$ cat config.mk
export PLATFORM = sky130hd
export DESIGN_NAME = psg_sound_core
export DESIGN_NICKNAME = d
export VERILOG_FILES = /design/src/rtl/psg_sound_core.sv
export SDC_FILE = /design/constraint.sdc
export NUM_CORES = 1
export LEC_CHECK = 0
export CORE_MARGIN = 1.5
export CORE_UTILIZATION = 35
export CTS_BUF_LIST = sky130_fd_sc_hd__clkbuf_8
export CTS_CLUSTER_SIZE = 8
export DETAILED_ROUTE_END_ITERATION = 8
export MAX_ROUTING_LAYER = met4
export PLACE_DENSITY = 0.59
export SYNTH_ARGS = -nofsm -noshare
export SYNTH_HDL_FRONTEND = slang
export SYNTH_SLANG_ARGS = --single-unit
$ cat constraint.sdc
create_clock -name clk -period 8.45 [get_ports clk]
set_input_delay 2.535 -clock clk [delete_from_list [all_inputs] [get_ports clk]]
set_output_delay 2.535 -clock clk [all_outputs]
set_load 0.01 [all_outputs]
$ cat src/rtl/psg_sound_core.sv
// psg_sound_core: SN76489-compatible sound core.
// Three square-wave tone channels and one LFSR noise channel, each with a
// 4-bit attenuation, mixed into a signed 16-bit sample. The sample is
// handed to the DAC/I2S block on each synchronized `step` rising edge.
// Optional feature macro: PSG_NOISE_EN (defined = noise channel present).
module psg_sound_core #(
    parameter int unsigned TICK_DIV = 448
) (
    input  logic               clk,
    input  logic               reset,
    input  logic               wr_en,
    input  logic [7:0]         wr_data,
    input  logic               step,
    output logic signed [15:0] waveform,
    output logic               waveform_valid
);

    localparam int unsigned      DIV_W    = (TICK_DIV > 1) ? $clog2(TICK_DIV) : 1;
    localparam logic [DIV_W-1:0] DIV_LAST = DIV_W'(TICK_DIV - 1);

    // Amplitude for attenuation n: round(8191 * 10^(-n/10)), 15 is silent.
    function automatic logic [12:0] amp_of(input logic [3:0] n);
        logic [12:0] a;
        case (n)
            4'd0:    a = 13'd8191;
            4'd1:    a = 13'd6506;
            4'd2:    a = 13'd5168;
            4'd3:    a = 13'd4105;
            4'd4:    a = 13'd3261;
            4'd5:    a = 13'd2590;
            4'd6:    a = 13'd2057;
            4'd7:    a = 13'd1634;
            4'd8:    a = 13'd1298;
            4'd9:    a = 13'd1031;
            4'd10:   a = 13'd819;
            4'd11:   a = 13'd651;
            4'd12:   a = 13'd517;
            4'd13:   a = 13'd411;
            4'd14:   a = 13'd326;
            default: a = 13'd0;
        endcase
        return a;
    endfunction

    // Tick divider
    logic [DIV_W-1:0] div_q, div_d;
    logic             tick;

    // Register file and latch pointer
    logic [1:0] lat_ch_q, lat_ch_d;
    logic       lat_att_q, lat_att_d;
    logic [9:0] period_q [3];
    logic [9:0] period_d [3];
    logic [3:0] atten_q [4];
    logic [3:0] atten_d [4];
    logic [1:0] wr_ch;
    logic       wr_att;

    // Tone generators
    logic [9:0] tone_cnt_q [3];
    logic [9:0] tone_cnt_d [3];
    logic [2:0] tone_neg_q, tone_neg_d;

    // Mixer, output and step synchronizer
    logic [3:0]         ch_on;
    logic [3:0]         ch_neg;
    logic signed [15:0] mix_q, mix_d, mag;
    logic signed [15:0] wave_q;
    logic               valid_q;
    logic [2:0]         step_sync_q;
    logic               step_edge, load;

    // Divider counts 0..TICK_DIV-1 and pulses tick on the last count
    always_comb begin
        tick  = (div_q == DIV_LAST);
        div_d = tick ? '0 : div_q + DIV_W'(1);
    end

    // Decode a write: latch bytes carry their own target, data bytes use the pointer
    always_comb begin
        wr_ch     = wr_data[7] ? wr_data[6:5] : lat_ch_q;
        wr_att    = wr_data[7] ? wr_data[4]   : lat_att_q;
        lat_ch_d  = lat_ch_q;
        lat_att_d = lat_att_q;
        period_d  = period_q;
        atten_d   = atten_q;
        if (wr_en && wr_data[7]) begin
            lat_ch_d  = wr_data[6:5];
            lat_att_d = wr_data[4];
        end
        for (int unsigned i = 0; i < 3; i++) begin
            if (wr_en && !wr_att && wr_ch == 2'(i)) begin
                if (wr_data[7]) period_d[i][3:0] = wr_data[3:0];
                else            period_d[i][9:4] = wr_data[5:0];
            end
        end
        for (int unsigned i = 0; i < 4; i++) begin
            if (wr_en && wr_att && wr_ch == 2'(i)) atten_d[i] = wr_data[3:0];
        end
    end

    // Tone down-counters: toggle and reload on expiry, hold +1 for period 0/1
    always_comb begin
        tone_cnt_d = tone_cnt_q;
        tone_neg_d = tone_neg_q;
        for (int unsigned i = 0; i < 3; i++) begin
            if (tick) begin
                if (period_q[i] <= 10'd1) begin
                    tone_cnt_d[i] = '0;
                    tone_neg_d[i] = 1'b0;
                end else if (tone_cnt_q[i] <= 10'd1) begin
                    tone_cnt_d[i] = period_q[i];
                    tone_neg_d[i] = ~tone_neg_q[i];
                end else begin
                    tone_cnt_d[i] = tone_cnt_q[i] - 10'd1;
                end
            end
        end
    end

`ifdef PSG_NOISE_EN
    logic [2:0]  nctl_q, nctl_d;
    logic [15:0] lfsr_q, lfsr_d;
    logic [5:0]  ncnt_q, ncnt_d;
    logic [5:0]  nlast;
    logic        noise_wr, rise2, shift, fb;

    // Noise shift timing, feedback select; a control write overrides any shift
    always_comb begin
        noise_wr = wr_en && !wr_att && (wr_ch == 2'd3);
        rise2    = tick && tone_neg_q[2] && (period_q[2] > 10'd1) && (tone_cnt_q[2] <= 10'd1);
        case (nctl_q[1:0])
            2'b00:   nlast = 6'd15;
            2'b01:   nlast = 6'd31;
            default: nlast = 6'd63;
        endcase
        nctl_d = nctl_q;
        lfsr_d = lfsr_q;
        ncnt_d = ncnt_q;
        shift  = 1'b0;
        if (nctl_q[1:0] == 2'b11) begin
            shift = rise2;
        end else if (tick) begin
            if (ncnt_q >= nlast) begin
                ncnt_d = '0;
                shift  = 1'b1;
            end else begin
                ncnt_d = ncnt_q + 6'd1;
            end
        end
        fb = nctl_q[2] ? (lfsr_q[0] ^ lfsr_q[3]) : lfsr_q[0];
        if (shift) lfsr_d = {fb, lfsr_q[15:1]};
        if (noise_wr) begin
            nctl_d = wr_data[2:0];
            lfsr_d = 16'h8000;
            ncnt_d = '0;
        end
    end

    // Noise state registers
    always_ff @(posedge clk or posedge reset) begin
        if (reset) begin
            nctl_q <= '0;
            lfsr_q <= 16'h8000;
            ncnt_q <= '0;
        end else begin
            nctl_q <= nctl_d;
            lfsr_q <= lfsr_d;
            ncnt_q <= ncnt_d;
        end
    end

    assign ch_on  = 4'b1111;
    assign ch_neg = {~lfsr_q[0], tone_neg_q};
`else
    assign ch_on  = 4'b0111;
    assign ch_neg = {1'b0, tone_neg_q};
`endif

    // Signed sum of +/-amplitude over the enabled channels
    always_comb begin
        mix_d = '0;
        mag   = '0;
        for (int unsigned i = 0; i < 4; i++) begin
            mag = $signed({3'b000, amp_of(atten_q[i])});
            if (ch_on[i]) mix_d = mix_d + (ch_neg[i] ? -mag : mag);
        end
    end

    // Output loads on a step edge or on the very first tick; both at once is one load
    always_comb begin
        step_edge = step_sync_q[1] & ~step_sync_q[2];
        load      = step_edge | (tick & ~valid_q);
    end

    // Divider, register file, tone and mixer state
    always_ff @(posedge clk or posedge reset) begin
        if (reset) begin
            div_q      <= '0;
            lat_ch_q   <= '0;
            lat_att_q  <= 1'b0;
            period_q   <= '{default: '0};
            atten_q    <= '{default: '1};
            tone_cnt_q <= '{default: '0};
            tone_neg_q <= '0;
            mix_q      <= '0;
        end else begin
            div_q      <= div_d;
            lat_ch_q   <= lat_ch_d;
            lat_att_q  <= lat_att_d;
            period_q   <= period_d;
            atten_q    <= atten_d;
            tone_cnt_q <= tone_cnt_d;
            tone_neg_q <= tone_neg_d;
            mix_q      <= mix_d;
        end
    end

    // Step synchronizer and DAC-facing sample register
    always_ff @(posedge clk or posedge reset) begin
        if (reset) begin
            step_sync_q <= '0;
            wave_q      <= '0;
            valid_q     <= 1'b0;
        end else begin
            step_sync_q <= {step_sync_q[1:0], step};
            if (load) wave_q <= mix_q;
            if (tick) valid_q <= 1'b1;
        end
    end

    assign waveform       = wave_q;
    assign waveform_valid = valid_q;

endmodule

## Yosys cells after proc, flatten, opt, wreduce, memory -nomap -nowiden

Memories as Yosys holds them, arrays and structs flattened.
Index checks and enable logic that the tools add are counted.

- Add/sub/neg operators: 9
- $lt $le $gt $ge: 6
- Equality and inequality tests: 3
- Mux-type cells: 18
- Bitwise operators: 9
- Reductions and logical operators: 23

Operator list:

| kind | number |
|---|---|
| $le A10 B1 Y1 const B | 6 |
| $mux W10 | 6 |
| $mux W16 | 3 |
| $neg A13 Y16 | 3 |
| $add A16 B16 Y16 | 2 |
| $sub A10 B1 Y10 const B | 3 |
| $reduce_and A2 Y1 | 9 |
| $add A9 B1 Y9 const B | 1 |
| $eq A9 B9 Y1 const B | 1 |
| $logic_and A1 B1 Y1 | 9 |
| $mux W9 | 1 |
| $mux W1 | 7 |
| $not A1 Y1 | 6 |
| $reduce_bool A2 Y1 | 3 |
| $and A1 B1 Y1 | 2 |
| $eq A2 B1 Y1 const B | 1 |
| $eq A2 B2 Y1 const B | 1 |
| $logic_not A2 Y1 | 1 |
| $mux W2 | 1 |
| $logic_not A1 Y1 | 1 |
| $or A1 B1 Y1 | 1 |

- Bits in registers: 123
- Memory bits (read-only): 624
- Input port bits: 12
- Output and inout bits: 17
- Logic and storage cells: 93
- Memories kept: 3

Memory list:

| name | depth | width | rd ports | clocked after memory_dff | write ports | RTL line | text |
|---|---|---|---|---|---|---|---|
| (no name shown) | 16 | 13 | 1 | 0 | 0 | 24 | `case (n)` |
| (no name shown) | 16 | 13 | 1 | 0 | 0 | 24 |  |
| (no name shown) | 16 | 13 | 1 | 0 | 0 | 24 |  |

## Longest topological paths before layout

- Depth in word-level cells: 5
- Depth in mapped cells: 24

## Worst setup path after synthesis

OpenSTA, ideal clock, no wires.

- Path kind: register to register
- Start point: register atten_q[13] (netlist bit)
- End point: register mix_q[11]
- Library setup time: 80 ps
- Arrival time: 4,422 ps
- Data required time: 8,370 ps
- Path slack: 3,948 ps
- Stages on the path, launching flop included: 20
- Clock period less this slack: 4,502 ps
- Cell sequence: dfstp_2 inv_1 ha_1 or2_2 a31oi_1 inv_1 ha_1 a21oi_1 fa_1 inv_1 ha_1 fa_1 a21o_1 a21oi_1 o21bai_1 a21oi_1 o21ai_0 a21o_1 a21oi_1 xnor2_1

- Longest elaborated chain between the ends: 5

RTL lines:

| element | RTL line | text |
|---|---|---|
| start: declaration | 54 | `logic [3:0] atten_q [4];` |
| start signal: assignment | 212 | `atten_q <= atten_d;` |
| $mem_v2 Z16 W13 (*) | -- |  |
| $neg A13 Y16 | 186 | `if (ch_on[i]) mix_d = mix_d + (ch_neg[i] ? -mag : mag);` |
| $mux W16 (*) | 186 |  |
| $add A16 B16 Y16 (*) (2 in a row) | 186 |  |
| named net mix_d[11] | 67 | `logic signed [15:0] mix_q, mix_d, mag;` |
| end signal: assignment | 215 | `mix_q <= mix_d;` |
| end: declaration | 67 |  |

The timed path passes the listed nets; every way through them passes the cells marked *.
A chain may end at the register's enable or synchronous reset.

## Worst setup path in the final report

Same ends and word-level chain as after synthesis.

==> impl_results.html <==
<table>
<tr><th>Metric</th><th>Value</th></tr>
<tr><th colspan="2">Die</th></tr>
<tr><td>Initial standard-cell utilization of the core</td><td>35.4%</td></tr>
<tr><td>Io pins</td><td>29</td></tr>
<tr><td>Total Die Area</td><td>0.0245 sq mm</td></tr>
<tr><td>Std-Cell Rows</td><td>56</td></tr>
<tr><td>Horizontal die dimension</td><td>157 um</td></tr>
<tr><td>Die height</td><td>157 um</td></tr>
<tr><td>Core area</td><td>0.0233 sq mm</td></tr>
<tr><th colspan="2">Global route</th></tr>
<tr><td>Global-route wire length before repair</td><td>30400 um</td></tr>
<tr><td>Overall routing resource usage</td><td>16.2%</td></tr>
<tr><td>Pin count of the biggest net entering global routing</td><td>67</td></tr>
<tr><td>Total congestion overflow after global routing</td><td>0</td></tr>
<tr><td>Via count of the first global-routing pass</td><td>6018</td></tr>
<tr><td>Antenna violations before repair</td><td>0</td></tr>
<tr><th colspan="2">Clocking</th></tr>
<tr><td>Number of clock buffers inserted by TritonCTS</td><td>17</td></tr>
<tr><td>Num Clock Sinks</td><td>123</td></tr>
<tr><td>Post CTS Setup Buffer Count</td><td>0</td></tr>
<tr><td>Clock latency at the later pin of the worst-skew pair</td><td>0.45 ns</td></tr>
<tr><td>Buffer cell driving the clock tree root</td><td>sky130_fd_sc_hd__clkbuf_8</td></tr>
<tr><td>Clock tree buffer depth</td><td>2</td></tr>
<tr><td>Clock tree from TritonCTS</td><td>yes</td></tr>
<tr><td>Maximum level of the CTS H-tree</td><td>4</td></tr>
<tr><td># resized after CTS</td><td>0</td></tr>
<tr><td>Register clock-pin slew on the reported worst setup and hold paths</td><td>0.09 ns</td></tr>
<tr><td>Cts-stage hold buffer count</td><td>0</td></tr>
<tr><th colspan="2">Detailed routing</th></tr>
<tr><td>Routed wire per std cell</td><td>14.6 um</td></tr>
<tr><td>Number of violations reported at the end of detailed-routing iteration 0</td><td>491</td></tr>
<tr><td>Vias</td><td>6279</td></tr>
<tr><td>Vias per std cell</td><td>5.10</td></tr>
<tr><td>Final antenna-violating net count</td><td>0</td></tr>
<tr><td>DRT Wirelength</td><td>18000 um</td></tr>
<tr><td>Remaining routing DRC violations</td><td>0</td></tr>
<tr><td>TritonRoute pass-1 iters</td><td>5</td></tr>
<tr><th colspan="2">Timing</th></tr>
<tr><td>Worst-margin pin slew</td><td>0.989 ns</td></tr>
<tr><td>Worst path setup slack after routing</td><td>3.48 ns</td></tr>
<tr><td>Portion of the clock cycle consumed by the worst path in the final layout</td><td>58.9%</td></tr>
<tr><td>Relative slew slack</td><td>33.7%</td></tr>
<tr><td>Setup TNS</td><td>0 ns</td></tr>
<tr><td>Min Clock Period, post-route</td><td>4.97 ns</td></tr>
<tr><td>Post-route clock skew</td><td>0.0160 ns</td></tr>
<tr><td>Count of pins over their slew limit</td><td>0</td></tr>
<tr><td>Endpoints failing setup</td><td>0</td></tr>
<tr><td>Final hold vios</td><td>0</td></tr>
<tr><td>Unrepaired setup endpoints after global routing</td><td>no</td></tr>
<tr><td>Highest attainable clock frequency</td><td>0.201 GHz</td></tr>
<tr><th colspan="2">Critical path</th></tr>
<tr><td>Worst Setup Path Type</td><td>reg2reg</td></tr>
<tr><td>Kind of capture point of the worst setup path</td><td>flop</td></tr>
<tr><td>Type of origin of the critical path</td><td>flop</td></tr>
<tr><td>Critical path arrival</td><td>5.36 ns</td></tr>
<tr><td>Startpoint of the most critical setup path</td><td>atten_q[13]</td></tr>
<tr><td>Critical-path maximum fanout</td><td>11</td></tr>
<tr><td>Worst r2r src</td><td>atten_q[13]</td></tr>
<tr><td>CP Data Required Time</td><td>8.83 ns</td></tr>
<tr><th colspan="2">Place</th></tr>
<tr><td>Worst Setup Slack post-DPL</td><td>3.48 ns</td></tr>
<tr><td>Final weighted congestion of routability-driven global placement</td><td>0.886</td></tr>
<tr><td>Cell count after placement</td><td>1198</td></tr>
<tr><td>Port bufs</td><td>28</td></tr>
<tr><td>Post-DP HPWL</td><td>12900 um</td></tr>
<tr><th colspan="2">Power and ir drop</th></tr>
<tr><td>Power density of the placed cells</td><td>390 mW/mm^2</td></tr>
<tr><td>Pwr Total</td><td>3.60 mW</td></tr>
<tr><td>Maximum vdd ir drop</td><td>0.000246 V</td></tr>
<tr><td>Pleak</td><td>3.93 nW</td></tr>
<tr><th colspan="2">Status</th></tr>
<tr><td>Status</td><td>finished clean</td></tr>
<tr><th colspan="2">Finish</th></tr>
<tr><td>Cell Count, Final, Fillers Out</td><td>1230</td></tr>
<tr><td>Most common cell after layout, fill and taps aside</td><td>sky130_fd_sc_hd__dfrtp_1</td></tr>
<tr><td>Antenna diode count</td><td>0</td></tr>
<tr><td>Commonest cells after routing, fill and taps aside</td><td>sky130_fd_sc_hd__dfrtp_1, sky130_fd_sc_hd__nor2_1, sky130_fd_sc_hd__a21oi_1, sky130_fd_sc_hd__mux2_2, sky130_fd_sc_hd__o21ai_0</td></tr>
<tr><td>Number of filler cells placed in the layout</td><td>2356</td></tr>
<tr><td>Ratio of cells with drive above 1 in the final layout</td><td>15.1%</td></tr>
<tr><td>Post-synthesis to final-layout area growth</td><td>11.9%</td></tr>
<tr><td>Number of nets in the final layout</td><td>968</td></tr>
<tr><th colspan="2">Synthesis</th></tr>
<tr><td>Largest family of logic cells by synthesized area</td><td>compound AO/OA/AOI/OAI gates</td></tr>
<tr><td>Synth Area in Simple Gates</td><td>15.4%</td></tr>
<tr><td>Flip-flop cell with the highest count after synthesis</td><td>sky130_fd_sc_hd__dfrtp_1</td></tr>
<tr><td>Number of flops mapped to enable cells by yosys</td><td>0</td></tr>
<tr><td>Ys async rst share</td><td>100%</td></tr>
<tr><td>Number of library cell types mapped by synthesis</td><td>67</td></tr>
<tr><td>Xor/xnor share of the synthesized area</td><td>5.82%</td></tr>
<tr><td>Number of standard cells after synthesis</td><td>879</td></tr>
<tr><td>Share of synthesized area spent on multiplexers</td><td>9.89%</td></tr>
<tr><td>Register bit count reported by yosys</td><td>123</td></tr>
<tr><td>Adder and majority gate portion of the synthesized area</td><td>10.2%</td></tr>
<tr><td>Synthesized cell area</td><td>0.00826 sq mm</td></tr>
<tr><td>Nets in the synthesized netlist</td><td>949</td></tr>
<tr><td>Post-synthesis compound-gate area fraction</td><td>16.6%</td></tr>
<tr><td>Avg Cell Area, Syn</td><td>9.40 sq um</td></tr>
<tr><td>Share of synthesized area occupied by flip-flops and latches</td><td>37.4%</td></tr>
<tr><td>Yosys warning total</td><td>0</td></tr>
<tr><th colspan="2">Min path</th></tr>
<tr><td>Worst Hold Launch</td><td>step_sync_q[0]</td></tr>
<tr><td>Classification of the worst-slack hold path</td><td>reg2reg</td></tr>
<tr><th colspan="2">Job</th></tr>
<tr><td>MaxCap Viol Count</td><td>0</td></tr>
</table>
-- state kept, by name (all words and copies together), names as in the netlist --
register	cells
atten_q	12
mix_q	16
tone_cnt_q	30
step_sync_q	3
lat_ch_q	2
lat_att_q	1
div_q	9
waveform	16
waveform_valid	1
period_q	30
tone_neg_q	3
-- cell families after synthesis --
group                    Yosys count
AO/OA/AOI/OAI                    224
XOR/XNOR                          54
adder cells (fa/ha/maj)           58
buffers and inverters             97
flip-flops                       123
multiplexers                      70
AND/OR/NAND/NOR                  253
-- layout make-up --
type	instances	area, sq um	area share, %
clock buffers	18	248	2.68
clock inverters	14	135	1.46
inverters	62	235	2.54
multi-input cells	659	4800	51.9
flip-flops and latches	123	3090	33.5
well taps	319	399	4.32
repair buffers	35	333	3.60
-- worst paths after layout --
kind,to,slack (ns),cells past startpoint
max,mix_q[11],3.48,19
min,step_sync_q[1],0.35,0
max reg2reg,mix_q[11],3.48,19
min reg2reg,step_sync_q[1],0.35,0
max in group asynchronous,div_q[0],4.61,3
min in group asynchronous,waveform[9],2.60,2
-- worst max-delay path, stage by stage (launching register included) --
cell                       delay [ns]
sky130_fd_sc_hd__dfstp_2         0.65
sky130_fd_sc_hd__inv_1           0.17
sky130_fd_sc_hd__ha_1            0.36
sky130_fd_sc_hd__or2_2           0.30
sky130_fd_sc_hd__a31oi_1         0.27
sky130_fd_sc_hd__inv_1           0.08
sky130_fd_sc_hd__ha_1            0.27
sky130_fd_sc_hd__a21oi_1         0.08
sky130_fd_sc_hd__fa_1            0.55
sky130_fd_sc_hd__inv_1           0.04
sky130_fd_sc_hd__ha_1            0.21
sky130_fd_sc_hd__fa_1            0.41
sky130_fd_sc_hd__a21o_1          0.18
sky130_fd_sc_hd__a21oi_1         0.22
sky130_fd_sc_hd__o21bai_1        0.09
sky130_fd_sc_hd__a21oi_1         0.31
sky130_fd_sc_hd__o21ai_0         0.20
sky130_fd_sc_hd__a21o_1          0.22
sky130_fd_sc_hd__a21oi_1         0.17
sky130_fd_sc_hd__xnor2_1         0.13
-- cell usage after synthesis (all sizes together), types with 4 or more instances --
cell type | instances | share of area [%]
dfrtp | 111 | 34
o31ai | 11 | 1.2
nand3 | 16 | 0.97
a211oi | 4 | 0.36
nor2 | 65 | 3.0
a31oi | 12 | 0.91
nor2b | 8 | 0.61
o41ai | 5 | 0.76
and3 | 8 | 0.61
mux2 | 63 | 8.6
inv | 62 | 2.8
fa | 16 | 3.9
nor4 | 11 | 0.83
a21o | 10 | 0.91
dfstp | 12 | 3.8
o211ai | 4 | 0.36
nand2b | 15 | 1.1
and2 | 6 | 0.45
nor3b | 6 | 0.55
buf | 11 | 0.67
a22oi | 4 | 0.42
o21ai | 81 | 4.9
or2 | 13 | 0.98
nor3 | 27 | 1.7
clkbuf | 24 | 1.1
nand2 | 60 | 2.7
mux2i | 4 | 0.48
xnor2 | 33 | 3.5
or3 | 4 | 0.30
o22ai | 10 | 0.76
nand3b | 6 | 0.55
xor2 | 21 | 2.3
a21oi | 64 | 4.0
ha | 42 | 6.4
-- per-layer routing --
layer  track usage [%]  share of wire (%)  vias to the layer above
li1                  -                  -                     3135
met1              21.5                 49                     3007
met2              25.1                 47                      119
met3              3.05                3.2                       18
met4              4.67                1.2                        0
met5                 -                  0                        -
-- per-stage QoR --
stage / utilization, % / area, sq um / hold slack [ns]
2_1_floorplan: - / 8260 / 0.331
3_3_place_gp: 38.0 / 8860 / 0.341
3_5_place_dp: 38.0 / 8860 / 0.336
4_1_cts: 39.6 / 9250 / 0.353
5_1_grt: 39.6 / 9250 / 0.359
6_report: 39.6 / 9250 / 0.350
-- power by group --
group	switching [mW]	internal [mW]	total (mW)
Sequential	0.163	0.789	0.952
Combinational	1.15	0.986	2.13
Clock	0.272	0.247	0.518
Power figures use the tool's default switching activity.
